--- src/rtl/imem_loader.sv ---
// Byte-stream program loader: takes a 16-bit big-endian length header and then that many
// big-endian 32-bit words, writes them to instruction memory, and holds the CPU in reset meanwhile.
module imem_loader #(
    parameter logic [31:0] TEXT_BASE = 32'h0000_3000,
    parameter int          DEPTH     = 1024,
    parameter int          TIMEOUT   = 100000
) (
    input  logic        clk,
    input  logic        rst,
    input  logic        in_valid,
    input  logic [7:0]  in_data,
    output logic        in_ready,
    input  logic        restart,
    output logic        imem_we,
    output logic [31:0] imem_addr,
    output logic [31:0] imem_wdata,
    output logic        cpu_rst,
    output logic        done,
    output logic        error,
    output logic [15:0] word_count,
    output logic [31:0] checksum
);
    // state  | meaning
    // HDR_HI | waiting for length[15:8]; never times out
    // HDR_LO | waiting for length[7:0]
    // DATA   | assembling words, MSB first
    // DONE   | image complete, CPU released one cycle after the last write
    // ERROR  | oversize header or inter-byte timeout
    typedef enum logic [2:0] {HDR_HI, HDR_LO, DATA, DONE, ERROR} state_t;

    localparam int            IW        = $clog2(TIMEOUT + 1);
    localparam logic [IW-1:0] IDLE_LAST = IW'(TIMEOUT - 1);
    localparam logic [IW-1:0] IDLE_ONE  = IW'(1);
    localparam logic [16:0]   DEPTH_W   = 17'(DEPTH);

    state_t        state;
    logic [7:0]    len_hi;
    logic [15:0]   length;
    logic [1:0]    byte_idx;
    logic [23:0]   shift;
    logic [IW-1:0] idle;

    logic        accept;
    logic [15:0] hdr_len;
    logic [31:0] word;

    assign accept  = in_valid && in_ready;
    assign hdr_len = {len_hi, in_data};
    assign word    = {shift, in_data};

    always_ff @(posedge clk or posedge rst) begin
        if (rst) begin
            state      <= HDR_HI;
            in_ready   <= 1'b0;
            imem_we    <= 1'b0;
            imem_addr  <= TEXT_BASE;
            imem_wdata <= 32'h0;
            cpu_rst    <= 1'b1;
            done       <= 1'b0;
            error      <= 1'b0;
            word_count <= 16'h0;
            checksum   <= 32'h0;
            len_hi     <= 8'h0;
            length     <= 16'h0;
            byte_idx   <= 2'd0;
            shift      <= 24'h0;
            idle       <= '0;
        end else begin
            imem_we <= 1'b0;
            case (state)
                HDR_HI: begin
                    in_ready <= 1'b1;
                    if (accept) begin
                        len_hi <= in_data;
                        idle   <= '0;
                        state  <= HDR_LO;
                    end
                end
                HDR_LO: begin
                    if (accept) begin
                        idle   <= '0;
                        length <= hdr_len;
                        if (hdr_len == 16'h0) begin
                            state    <= DONE;
                            in_ready <= 1'b0;
                            done     <= 1'b1;
                            cpu_rst  <= 1'b0;
                        end else if ({1'b0, hdr_len} > DEPTH_W) begin
                            state    <= ERROR;
                            in_ready <= 1'b0;
                            error    <= 1'b1;
                        end else begin
                            state <= DATA;
                        end
                    end else if (idle == IDLE_LAST) begin
                        state    <= ERROR;
                        in_ready <= 1'b0;
                        error    <= 1'b1;
                    end else begin
                        idle <= idle + IDLE_ONE;
                    end
                end
                DATA: begin
                    if (accept) begin
                        idle     <= '0;
                        byte_idx <= byte_idx + 2'd1;
                        shift    <= {shift[15:0], in_data};
                        if (byte_idx == 2'd3) begin
                            imem_we    <= 1'b1;
                            imem_wdata <= word;
                            imem_addr  <= TEXT_BASE + {14'h0, word_count, 2'b00};
                            word_count <= word_count + 16'd1;
                            checksum   <= checksum ^ word;
                            if (word_count + 16'd1 == length) begin
                                state    <= DONE;
                                in_ready <= 1'b0;
                            end
                        end
                    end else if (idle == IDLE_LAST) begin
                        state    <= ERROR;
                        in_ready <= 1'b0;
                        error    <= 1'b1;
                    end else begin
                        idle <= idle + IDLE_ONE;
                    end
                end
                DONE, ERROR: begin
                    // Release is deferred to here so it lands one cycle after the final write strobe.
                    if (state == DONE) begin
                        done    <= 1'b1;
                        cpu_rst <= 1'b0;
                    end
                    if (restart) begin
                        state      <= HDR_HI;
                        in_ready   <= 1'b1;
                        cpu_rst    <= 1'b1;
                        done       <= 1'b0;
                        error      <= 1'b0;
                        word_count <= 16'h0;
                        checksum   <= 32'h0;
                        byte_idx   <= 2'd0;
                        idle       <= '0;
                    end
                end
                default: state <= HDR_HI;
            endcase
        end
    end
endmodule

--- config.mk ---
export PLATFORM = sky130hd
export DESIGN_NAME = imem_loader
export DESIGN_NICKNAME = d
export VERILOG_FILES = /design/src/rtl/imem_loader.sv
export SDC_FILE = /design/constraint.sdc
export NUM_CORES = 1
export LEC_CHECK = 0
export BUFFER_PORTS_ARGS = -buffer_cell sky130_fd_sc_hd__buf_4
export CAP_MARGIN = 20
export CORE_ASPECT_RATIO = 1.4
export CORE_MARGIN = 10
export CORE_UTILIZATION = 47
export DETAILED_ROUTE_END_ITERATION = 8
export GPL_TIMING_DRIVEN = 0
export PLACE_DENSITY = 0.79
export RECOVER_POWER = 25
export SKIP_CTS_REPAIR_TIMING = 1
export SLEW_MARGIN = 20
export SYNTH_ARGS = -nofsm -noshare
export SYNTH_HDL_FRONTEND = slang
export SYNTH_SLANG_ARGS = --single-unit
--- constraint.sdc ---
create_clock -name clk -period 15.6 [get_ports clk]
set_input_delay 3.12 -clock clk [delete_from_list [all_inputs] [get_ports clk]]
set_output_delay 3.12 -clock clk [all_outputs]
set_load 0.05 [all_outputs]
==> Word-level counts from Yosys, hierarchy flattened <==
Cells that the tools add are included.
W data, S select, Z words.
{ "word_totals": {"latchBits": 0, "reg_bits": 187, "romBits": 0, "out_inout_bits": 117, "ramBits": 0, "elab_cells": 118, "n_memories": 0, "in_bits": 12} }
{ "classes": {"mux": 55, "n_eq_ne": 21, "shifts": 0, "mul": 0, "n_reduce_logical": 21, "div": 0, "n_lt_le_gt_ge": 1, "bitwise": 1, "add_sub_neg": 4} }
{ "op_table": {"columns": ["op", "n"], "rows": [
  ["$mux W32", 3],
  ["$mux W17", 4],
  ["$pmux W32 S2", 1],
  ["$pmux W17 S3", 1],
  ["$mux W16", 3],
  ["$pmux W16 S2", 1],
  ["$xor A32 B32 Y32", 1],
  ["$mux W3", 9],
  ["$mux W1", 25],
  ["$add A14 B18 Y19 const A", 1],
  ["$ne A3 B3 Y1 const B", 6],
  ["$add A17 B1 Y17 const B", 1],
  ["$eq A17 B17 Y1 const B", 1],
  ["$add A16 B1 Y16 const B", 1],
  ["$eq A16 B16 Y1", 1],
  ["$gt A16 B11 Y1 const B", 1],
  ["$logic_not A16 Y1", 1],
  ["$reduce_and A4 Y1", 4],
  ["$ne A2 B2 Y1 const B", 7],
  ["$pmux W3 S4", 1],
  ["$reduce_and A5 Y1", 2],
  ["$eq A3 B2 Y1 const B", 2],
  ["$reduce_and A2 Y1", 3],
  ["$reduce_and A3 Y1", 2],
  ["16 further kinds", 21]
]} }

==> Depth between registers and ports, before layout <==
Gate-level depths: netlist (run 1).
{ "logic_depth": {"depth_word": 6, "depth_mapped": 9, "ltp_nobuf": 7} }

==> Worst setup path before layout (run 1) <==
OpenSTA, ideal clock, no wires.
{ "synth_path": {"kind": "input to register", "startpoint": "input restart", "endpoint": "register idle[10]", "n_path_buf": 1, "required_time_ns": 15.468, "stages": 7, "setup_slack_ns": 11.048, "setup_time_ns": 0.132, "t_arrival_ns": 4.420, "cell_sequence": "buf_2 -> nand2b_1 -> a22oi_1 -> nand3b_4 -> a2111oi_1 -> xnor2_1 -> nor2_1"} }
{ "synth_via": {"elab_chain_len": 2} }
{ "synth_rtl": {"columns": ["element", "line", "rtl"], "rows": [
  ["start: declaration", "13", "input logic restart,"],
  ["$ne A2 B2 Y1 (no line)", null, null],
  ["$reduce_and A4 Y1 (no line)", null, null],
  ["end signal: assignment", "100", "idle <= idle + IDLE_ONE;"],
  ["end signal: assignment", "124", "idle <= idle + IDLE_ONE;"],
  ["end: declaration", "41", "logic [IW-1:0] idle;"]
]} }
Every way passes these cells.
A chain may end at the register's enable or synchronous reset.

==> flow_metrics.env, run 1 <==
export IMPL_rsz0062_at_grt="no"
export IMPL_pwr_share_clk=0.476
export IMPL_hold_worst_slack_ps=478
export IMPL_final_common_cell="nand2_1"
export IMPL_path_class="in -> async"
export IMPL_antennaDiodeCount=0
export IMPL_wl_per_cell_um=16.9
export IMPL_cts_max_level=4
export IMPL_cp_end_kind="async pin"
export IMPL_met3_usage=0.0554
export IMPL_worst_pin_slew_ps=3860
export IMPL_synthesis_instances=877
export IMPL_hold_depth=2
export IMPL_wirelength_um=21500
export IMPL_grtUsageTotal=0.186
export IMPL_ys_types=67
export IMPL_numCtsBuffers=17
export IMPL_ys_flop_type="dfrtp_1"
export IMPL_r2r_slack_ps=12750
export IMPL_dieArea_sq_um=23300
export IMPL_max_freq_ghz=0.180
export IMPL_crit_cells=2
export IMPL_grt_use_met1=0.207
export IMPL_synth_edf_count=0
export IMPL_r2r_worst_path_cells=7
export IMPL_start_util=0.476
export IMPL_ios=129
export IMPL_start_kind="primary input"
export IMPL_drc_errors=0
export IMPL_fp_dieH_um=177
export IMPL_r2r_end="in_ready$_DFFE_PP0P_"
export IMPL_drive_above_1_share=0.217
export IMPL_drt_pass1_iter_count=5
export IMPL_dp_hpwl_um=15600
export IMPL_cp_num_buf_inv=2
export IMPL_r2r_start="word_count[0]$_DFFE_PP0P_"
export IMPL_cts_root_buffer="clkbuf_16"
export IMPL_dp_cells=1240
export IMPL_antenna_found_initial=0
export IMPL_finalClockSkew_ps=10.4
export IMPL_cp_top_family="buffers and inverters"
export IMPL_stdcell_count=1272
export IMPL_drt_iter0_markers=422
export IMPL_final_core_util=0.580
export IMPL_p_total_uw=903
export IMPL_multi_input_area_sq_um=3600
export IMPL_vias_per_cell=5.13
export IMPL_grt_overflow_total=0
export IMPL_finalMaxSlewViolations=86
export IMPL_gp_congestion=0.889
export IMPL_synth_area_per_cell_sq_um=9.40
export IMPL_tns_ps=0
export IMPL_switching_share=0.235
export IMPL_cts_sinks=172
export IMPL_fillers=1501
export IMPL_num_rows=57
export IMPL_power_frac_seq=0.494
export IMPL_worstPathMaxFanout=86
export IMPL_yosysSeqAreaShare=0.522
export IMPL_hp_class="reg -> reg"
export IMPL_outcome="finished, violations left"
export IMPL_crit_path_max_incr_delay_ps=2150
export IMPL_slew_headroom=-1.59
export IMPL_violations="capacitance limit, slew limit"
export IMPL_hold_end="imem_addr[15]$_DFFE_PP0P_"
export IMPL_grt_max_degree=88
export IMPL_fin_ws_ps=10040
export IMPL_grt_pass1_vias=6687
export IMPL_fin_nets=1040
export IMPL_synth_area_sq_um=8250
export IMPL_fin_crit_sh=0.357
export IMPL_preCtsSetupSlack_ps=10420
export IMPL_cts_max_path_buffers=2
export IMPL_cpMaxStageDelayCell="clkinvlp_2"
export IMPL_io_buffers=112
export IMPL_maxCapViolCount=1
export IMPL_vias=6521
export IMPL_min_period_ps=5560
export IMPL_die_width_um=132
export IMPL_p_comb_frac=0.030
export IMPL_worstPathArrival_ps=5450
export IMPL_cp_cell_sequence="clkbuf_4 -> clkinvlp_2"
export IMPL_synth_warnings=0
export IMPL_required_ps=15490
export IMPL_power_leakage_nw=5.12
export IMPL_busiest_layer="met2"
export IMPL_grtUsageMet2=0.332
export IMPL_hold_violations=0
export IMPL_tritoncts="yes"
export IMPL_core_area_sq_um=17300
export IMPL_mostFrequentLayoutCells="265 x nand2_1, 169 x dfrtp_1, 130 x buf_4, 71 x nor2_1, 46 x xor2_1"
export IMPL_synthArstFlopShare=1.00
export IMPL_ant_nets=0
export IMPL_synth_ff_latch_count=172
export IMPL_power_density_nw_per_um2=89.9
export IMPL_placed_area_sq_um=9470
export IMPL_setup_viol=0
export IMPL_min_from="imem_addr[15]$_DFFE_PP0P_"
export IMPL_switchingPower_uw=212
export IMPL_grt_pass1_wl_um=35100
export IMPL_p_int_uw=691
export IMPL_clock_latency_ps=440
export IMPL_clkTransAtPathRegs_ps=70
export IMPL_irDropWorstVdd_uv=65.6
export IMPL_finish_instance_area_sq_um=10100
export IMPL_area_growth_pct=21.9
export IMPL_register_area_sq_um=4310
-- routing by layer --
layer  up-vias  share of wire
met5         -              0
met4         0          0.021
met3        34          0.063
met2       174           0.52
met1      3172           0.40
li1       3141              -
-- cell type report --
class,count,area share
buffer,65,0.0340
clock buffer,18,0.0427
clock inverter,14,0.0159
inverter,12,0.00461
multi-input combinational,642,0.358
sequential,172,0.429
tap,236,0.0294
timing repair buffer,113,0.0864
-- logic make-up after synthesis --
group / share of synthesized area
AOI/OAI and AO/OA: 0.0921
xor gates and xnor gates: 0.0728
adders and majority gates: 0.00759
buffers and inverters: 0.0469
DFF: 0.522
muxes: 0.0366
other: 0.000455
and+or+nand+nor: 0.221
-- Yosys cell counts, types with 2 or more instances --
library cell,count,area share
nor3b_1,3,0.0027
a211oi_2,8,0.012
nor2_1,71,0.032
nand4_1,7,0.0053
mux2_2,25,0.034
and3_1,4,0.0030
a2111oi_1,2,0.0024
xnor2_1,20,0.021
nor3_1,7,0.0042
ha_1,5,0.0076
o21a_1,3,0.0027
inv_1,11,0.0050
o21ai_0,36,0.022
or3_1,6,0.0046
o31ai_1,8,0.0073
nand3_1,11,0.0067
o21ai_1,3,0.0018
a211oi_1,3,0.0027
mux2i_1,2,0.0024
dfrtp_1,169,0.51
a31oi_1,6,0.0046
o32ai_1,2,0.0021
nor2b_1,9,0.0068
xor2_1,46,0.049
buf_1,2,0.00091
or2_2,4,0.0030
nor4_1,5,0.0038
buf_2,7,0.0042
a22o_1,3,0.0032
buf_4,19,0.017
nand3b_1,4,0.0036
o22ai_1,2,0.0015
a21o_1,4,0.0036
and2_1,3,0.0023
nor4_2,2,0.0030
a21oi_1,18,0.011
clkbuf_1,35,0.016
nand2b_1,7,0.0053
nand2_1,265,0.12
dfstp_2,3,0.0096
-- registers in the layout, summed over array words and instances (netlist names) --
signal,flops
imem_wdata,32
word_count,16
error,1
imem_we,1
byte_idx,2
checksum,32
imem_addr,17
cpu_rst,1
length,16
idle,17
shift,24
state,3
len_hi,8
done,1
in_ready,1
-- power groups by stage --
stage | clock (mW) | sequential, mW | combinational [mW]
finish | 0.430 | 0.446 | 0.0272
global route | 0.453 | 0.446 | 0.0298
CTS | 0.434 | 0.446 | 0.0277
detailed placement | 0 | 0.455 | 0.0277
global placement | 0 | 0.455 | 0.0265
floorplan | 0 | 0.455 | 0.0183
-- worst max-delay path by stage --
stage	from	slack (ps)	endpoint
global route	rst	9470	shift[19]$_DFFE_PP0P_
CTS	in_valid	10830	word_count[6]$_DFFE_PP0P_
detailed placement	in_valid	10420	word_count[9]$_DFFE_PP0P_
finish	rst	10040	checksum[25]$_DFFE_PP0P_
global placement	rst	5860	word_count[10]$_DFFE_PP0P_
floorplan	rst	7820	byte_idx[0]$_DFFE_PP0P_
(Power assumes the default switching activity.)
==> run 2: changes to the inputs <==
--- a/config.mk
+++ b/config.mk
@@ -12,7 +12,7 @@
 export CORE_UTILIZATION = 47
 export DETAILED_ROUTE_END_ITERATION = 8
 export GPL_TIMING_DRIVEN = 0
-export PLACE_DENSITY = 0.79
+export PLACE_DENSITY = 0.82
 export RECOVER_POWER = 25
 export SKIP_CTS_REPAIR_TIMING = 1
 export SLEW_MARGIN = 20
==> constraint.sdc (replaced) <==
create_clock -name clk -period 4.6 [get_ports clk]
set_input_delay 0.92 -clock clk [delete_from_list [all_inputs] [get_ports clk]]
set_output_delay 0.92 -clock clk [all_outputs]
set_load 0.05 [all_outputs]
==> run 2 against run 1 <==
  * Hold slack lost 0.97 ps
  * Sequential power grew to 3.4 times the previous value
  * The flow now finishes without violations
  * Wire length grew 3.4%
  * Flip-flop and latch count is the same
==> flow_metrics.env, run 2 (same netlist as run 1, synthesis figures left out) <==
export IMPL_antenna_found_initial=0
export IMPL_finish_instance_area_sq_um=10200
export IMPL_wl_per_cell_um=17.4
export IMPL_clock_latency_ps=440
export IMPL_finalClockSkew_ps=13.1
export IMPL_fin_ws_ps=1770
export IMPL_r2r_slack_ps=1770
export IMPL_cp_end_kind="flip-flop"
export IMPL_core_area_sq_um=17300
export IMPL_setup_viol=0
export IMPL_start_util=0.476
export IMPL_required_ps=4920
export IMPL_path_class="reg -> reg"
export IMPL_r2r_worst_path_cells=7
export IMPL_tns_ps=0
export IMPL_ant_nets=0
export IMPL_hp_class="reg -> reg"
export IMPL_reg_largest_list="checksum (32), imem_wdata (32), shift (24)"
export IMPL_start_kind="flip-flop"
export IMPL_finalMaxSlewViolations=0
export IMPL_antennaDiodeCount=0
export IMPL_met2WireLength_um=11600
export IMPL_cts_max_level=4
export IMPL_max_freq_ghz=0.353
export IMPL_numCtsBuffers=17
export IMPL_grtUsageTotal=0.193
export IMPL_preCtsSetupSlack_ps=1620
export IMPL_cts_root_buffer="clkbuf_16"
export IMPL_r2r_end="in_ready$_DFFE_PP0P_"
export IMPL_mostFrequentLayoutCells="265 x nand2_1, 169 x dfrtp_1, 130 x buf_4, 71 x nor2_1, 46 x xor2_1"
export IMPL_tritoncts="yes"
export IMPL_power_density_nw_per_um2=308
export IMPL_outcome="completed"
export IMPL_grt_max_degree=34
export IMPL_min_period_ps=2830
export IMPL_r2r_start="word_count[0]$_DFFE_PP0P_"
export IMPL_worstPathArrival_ps=3150
export IMPL_area_growth_pct=23.2
export IMPL_worst_pin_slew_ps=1410
export IMPL_worstPathMaxFanout=8
export IMPL_slew_headroom=0.0516
export IMPL_die_width_um=132
export IMPL_num_rows=57
export IMPL_gp_congestion=0.873
export IMPL_fin_nets=1044
export IMPL_power_leakage_nw=5.17
export IMPL_grt_pass1_wl_um=36700
export IMPL_hold_violations=0
export IMPL_irDropWorstVdd_uv=200
export IMPL_wl_met3_um=1430
export IMPL_fp_dieH_um=177
export IMPL_drt_iter0_markers=448
export IMPL_drt_pass1_iter_count=6
export IMPL_vias=6735
export IMPL_ios=129
export IMPL_maxCapViolCount=0
export IMPL_wirelength_um=22200
export IMPL_drc_errors=0
export IMPL_clkTransAtPathRegs_ps=60
export IMPL_top_layer_used="met4"
export IMPL_placed_area_sq_um=9550
export IMPL_grt_pass1_vias=7028
export IMPL_vias_per_cell=5.28
export IMPL_endpoint="in_ready$_DFFE_PP0P_"
export IMPL_grt_overflow_total=0
export IMPL_io_buffers=112
export IMPL_cts_max_path_buffers=2
export IMPL_dieArea_sq_um=23300
export IMPL_cts_sinks=172
export IMPL_wl_met1_um=8560
export IMPL_fin_crit_sh=0.615
export IMPL_dp_hpwl_um=16000
export IMPL_final_core_util=0.586
export IMPL_drive_above_1_share=0.219
export IMPL_worstSetupStartpoint="word_count[0]$_DFFE_PP0P_"
export IMPL_rsz0062_at_grt="no"
export IMPL_final_common_cell="nand2_1"
## run 2: cell count changes in the layout (fill, tap and decap cells not counted)
| cell | previous run | this run |
|---|---|---|
| clkinv_4 | 4 | 1 |
| clkbuf_1 | 36 | 37 |
| clkbuf_8 | 0 | 2 |
| inv_8 | 0 | 1 |
| bufinv_16 | 2 | 3 |
| clkinvlp_4 | 1 | 2 |
| inv_6 | 6 | 3 |
| buf_12 | 1 | 5 |
## run 2: critical path: stages (launching register included)
cell and delay, ps:
dfrtp_1 510, ha_1 320, nand3_1 240, nor4_2 670, o32ai_1 170, nor4_1 290
nand4_1 250, a21bo_1 250
## run 2: power by group
part	leakage [nW]	switching, mW	total, mW	internal [mW]
clock network	0.297	0.625	1.52	0.892
logic	2.50	0.0746	0.101	0.0263
registers	2.37	0.000999	1.51	1.51
total	5.17	0.701	3.13	2.43
## run 2: how the worst min path moves through the flow
stage / endpoint / startpoint / cells after the start / slack, ps
after floorplan: imem_wdata[24]$_DFFE_PP0P_ / shift[16]$_DFFE_PP0P_ / 2 / 460
after global placement: imem_wdata[0]$_DFFE_PP0P_ / imem_wdata[0]$_DFFE_PP0P_ / 2 / 460
after detailed placement: imem_wdata[12]$_DFFE_PP0P_ / imem_wdata[12]$_DFFE_PP0P_ / 2 / 460
after CTS: imem_addr[7]$_DFFE_PP0P_ / imem_addr[7]$_DFFE_PP0P_ / 2 / 480
after global routing: imem_addr[3]$_DFFE_PP0P_ / imem_addr[3]$_DFFE_PP0P_ / 2 / 490
final: imem_addr[3]$_DFFE_PP0P_ / imem_addr[3]$_DFFE_PP0P_ / 2 / 480
## run 2: area by class of cell
type / instances / area [sq um]
plain buffers: 65 / 342
clock buffers: 21 / 460
clock inverters: 11 / 156
fillers: 1438 / 7170
inverters: 12 / 46.3
multi-input cells: 642 / 3600
flip-flops and latches: 172 / 4310
well taps: 236 / 295
repair buffers: 117 / 948
## run 2: stage by stage
step,total power [mW],std cells,hold slack [ps]
6_report,3.13,1276,477
5_1_grt,3.22,1276,492
4_1_cts,3.14,1276,480
3_5_place_dp,1.64,1244,464
3_3_place_gp,1.63,1239,461
2_1_floorplan,1.61,891,461
## run 2: per-layer routing
layer | up-vias | track usage
met3 | 49 | 0.0500
met2 | 229 | 0.343
met1 | 3302 | 0.213
met4 | 0 | 0.0860
met5 | - | 0
li1 | 3155 | -
==> run 3: changes to the inputs <==
--- a/config.mk
+++ b/config.mk
@@ -12,7 +12,7 @@
 export CORE_UTILIZATION = 47
 export DETAILED_ROUTE_END_ITERATION = 8
 export GPL_TIMING_DRIVEN = 0
-export PLACE_DENSITY = 0.82
+export PLACE_DENSITY = 0.79
 export RECOVER_POWER = 25
 export SKIP_CTS_REPAIR_TIMING = 1
 export SLEW_MARGIN = 20
==> constraint.sdc (replaced) <==
create_clock -name clk -period 2.73 [get_ports clk]
set_input_delay 0.546 -clock clk [delete_from_list [all_inputs] [get_ports clk]]
set_output_delay 0.546 -clock clk [all_outputs]
set_load 0.05 [all_outputs]
==> run 3 against run 2 <==
  * Register-to-register slack worse by 1600 ps
  * Final cell count stayed put
  * Core utilization is 0.39 points lower
  * Non-clock buffer count stayed put
  * Highest routed layer unchanged
  * The run now ends with capacitance limit, slew limit left
  * Critical path depth stayed put
  * Largest cell class unchanged
  * Fmax is 12% higher
  * Flip-flop and latch count stayed put
  * Clock power is 61% higher
  * Die area stayed put
  * Largest power group is now registers
  * Clock skew is 1.1 ps lower
==> flow_metrics.env, run 3 (same netlist as run 1, synthesis figures left out) <==
export IMPL_outcome="finished, violations left"
export IMPL_violations="capacitance limit, slew limit"
export IMPL_grtUsageTotal=0.185
export IMPL_num_rows=57
export IMPL_mostFrequentLayoutCells="265 x nand2_1, 169 x dfrtp_1, 130 x buf_4, 71 x nor2_1, 46 x xor2_1"
export IMPL_finish_instance_area_sq_um=10100
export IMPL_cts_root_buffer="clkbuf_16"
export IMPL_required_ps=3050
export IMPL_finalClockSkew_ps=11.9
export IMPL_irDropWorstVdd_uv=365
export IMPL_fillers=1503
export IMPL_die_width_um=132
export IMPL_switching_share=0.233
export IMPL_antenna_found_initial=0
export IMPL_grt_overflow_total=0
export IMPL_cp_num_buf_inv=0
export IMPL_tns_ps=0
export IMPL_vias=6666
export IMPL_slew_headroom=-0.000505
export IMPL_power_frac_seq=0.495
export IMPL_setup_viol=0
export IMPL_io_buffers=112
export IMPL_grt_max_degree=35
export IMPL_vias_per_cell=5.22
export IMPL_worst_pin_slew_ps=1500
export IMPL_hp_class="in -> async"
export IMPL_start_kind="flip-flop"
export IMPL_cp_end_kind="flip-flop"
export IMPL_crit_path_max_incr_delay_ps=490
export IMPL_grt_pass1_wl_um=34900
export IMPL_max_freq_ghz=0.396
export IMPL_rsz0062_at_grt="no"
export IMPL_clock_latency_ps=440
export IMPL_pwr_share_clk=0.474
export IMPL_dp_hpwl_um=15900
export IMPL_drc_errors=0
export IMPL_fin_nets=1044
export IMPL_tritoncts="yes"
export IMPL_clkTransAtPathRegs_ps=70
export IMPL_power_leakage_nw=5.18
export IMPL_worstPathArrival_ps=2850
export IMPL_switchingPower_mw=1.20
export IMPL_ant_nets=0
export IMPL_fp_dieH_um=177
export IMPL_reg_largest_list="checksum (32), imem_wdata (32), shift (24)"
export IMPL_cts_sinks=172
export IMPL_numCtsBuffers=17
export IMPL_cp_cell_sequence="ha_1 -> nand3_1 -> nor4_4 -> o32ai_1 -> nor4_1 -> nand4_1 -> a21bo_1"
export IMPL_finalMaxSlewViolations=34
export IMPL_core_area_sq_um=17300
export IMPL_min_period_ps=2530
export IMPL_gp_congestion=0.868
export IMPL_drt_iter0_markers=482
export IMPL_maxCapViolCount=1
export IMPL_wl_per_cell_um=16.8
export IMPL_p_int_mw=3.95
export IMPL_fin_crit_sh=0.926
export IMPL_cts_max_level=4
export IMPL_antennaDiodeCount=0
export IMPL_hold_violations=0
export IMPL_wirelength_um=21400
export IMPL_path_class="reg -> reg"
export IMPL_dieArea_sq_um=23300
export IMPL_start_util=0.476
export IMPL_final_common_cell="nand2_1"
export IMPL_area_growth_pct=22.4
export IMPL_cp_top_family="simple AND/OR/NAND/NOR gates"
export IMPL_power_density_nw_per_um2=511
export IMPL_p_comb_frac=0.031
export IMPL_grt_pass1_vias=6796
export IMPL_worstPathMaxFanout=8
export IMPL_drt_pass1_iter_count=5
export IMPL_drive_above_1_share=0.216
export IMPL_placed_area_sq_um=9550
export IMPL_ios=129
export IMPL_cts_max_path_buffers=2
export IMPL_cpMaxStageDelayCell="dfrtp_1"
-- run 3: cell types whose count changed in the layout (fill, tap and decap cells not counted), moves of 2 or more --
cell            delta
clkinv_4           +2
buf_12             -3
clkinvlp_4         -2
clkbuf_8           -2
inv_6              +4
dlymetal6s4s_1     +3
-- run 3: stage by stage --
step	total power, mW	std cells	utilization	setup WS [ps]	hold slack (ps)
after global placement	2.75	1239	0.545	-1120	461
after CTS	5.20	1276	0.585	-40.3	167
after detailed placement	2.77	1244	0.551	-13.8	464
after global routing	5.29	1276	0.582	71.4	263
final	5.15	1276	0.582	202	223
after floorplan	2.71	891	-	-10.2	461
-- run 3: routing by layer --
metal  wire [um]  up-vias  track usage
met5           0        -            0
li1            -     3144            -
met2       11200      218        0.330
met4         490        0       0.0725
met1        8310     3269        0.204
met3        1350       35       0.0514
-- run 3: worst reg2reg max path, stage by stage, from the launching register on --
cell	delay, ps
dfrtp_1	490
ha_1	310
nand3_1	290
nor4_4	430
o32ai_1	160
nor4_1	250
nand4_1	250
a21bo_1	240
-- run 3: worst paths after layout --
path / slack, ps / from / cells after the start / to
setup / recovery: 200 / word_count[0]$_DFFE_PP0P_ / 7 / in_ready$_DFFE_PP0P_
hold / removal: 220 / rst / 2 / checksum[18]$_DFFE_PP0P_
setup reg to reg: 200 / word_count[0]$_DFFE_PP0P_ / 7 / in_ready$_DFFE_PP0P_
hold reg to reg: 480 / imem_addr[17]$_DFFE_PP0P_ / 2 / imem_addr[17]$_DFFE_PP0P_
max in group asynchronous: 530 / rst / 4 / imem_addr[12]$_DFFE_PP1P_
min in group clk: 380 / in_data[5] / 3 / shift[5]$_DFFE_PP0P_
-- run 3: layout make-up --
cell class                 count  area (sq um)  area share
sequential                   172          4310       0.427
buffer                        65           342      0.0338
clock inverter                14           158      0.0156
clock buffer                  18           429      0.0425
multi-input combinational    642          3610       0.358
timing repair buffer         117           902      0.0894
tap                          236           295      0.0293
inverter                      12          46.3     0.00459
-- run 3: power by group through the flow --
stage	Sequential (mW)	Combinational [mW]	Clock, mW
after detailed placement	2.60	0.173	0
after floorplan	2.60	0.105	0
after global routing	2.55	0.173	2.57
after global placement	2.60	0.153	0
after CTS	2.55	0.173	2.48
final	2.55	0.158	2.44
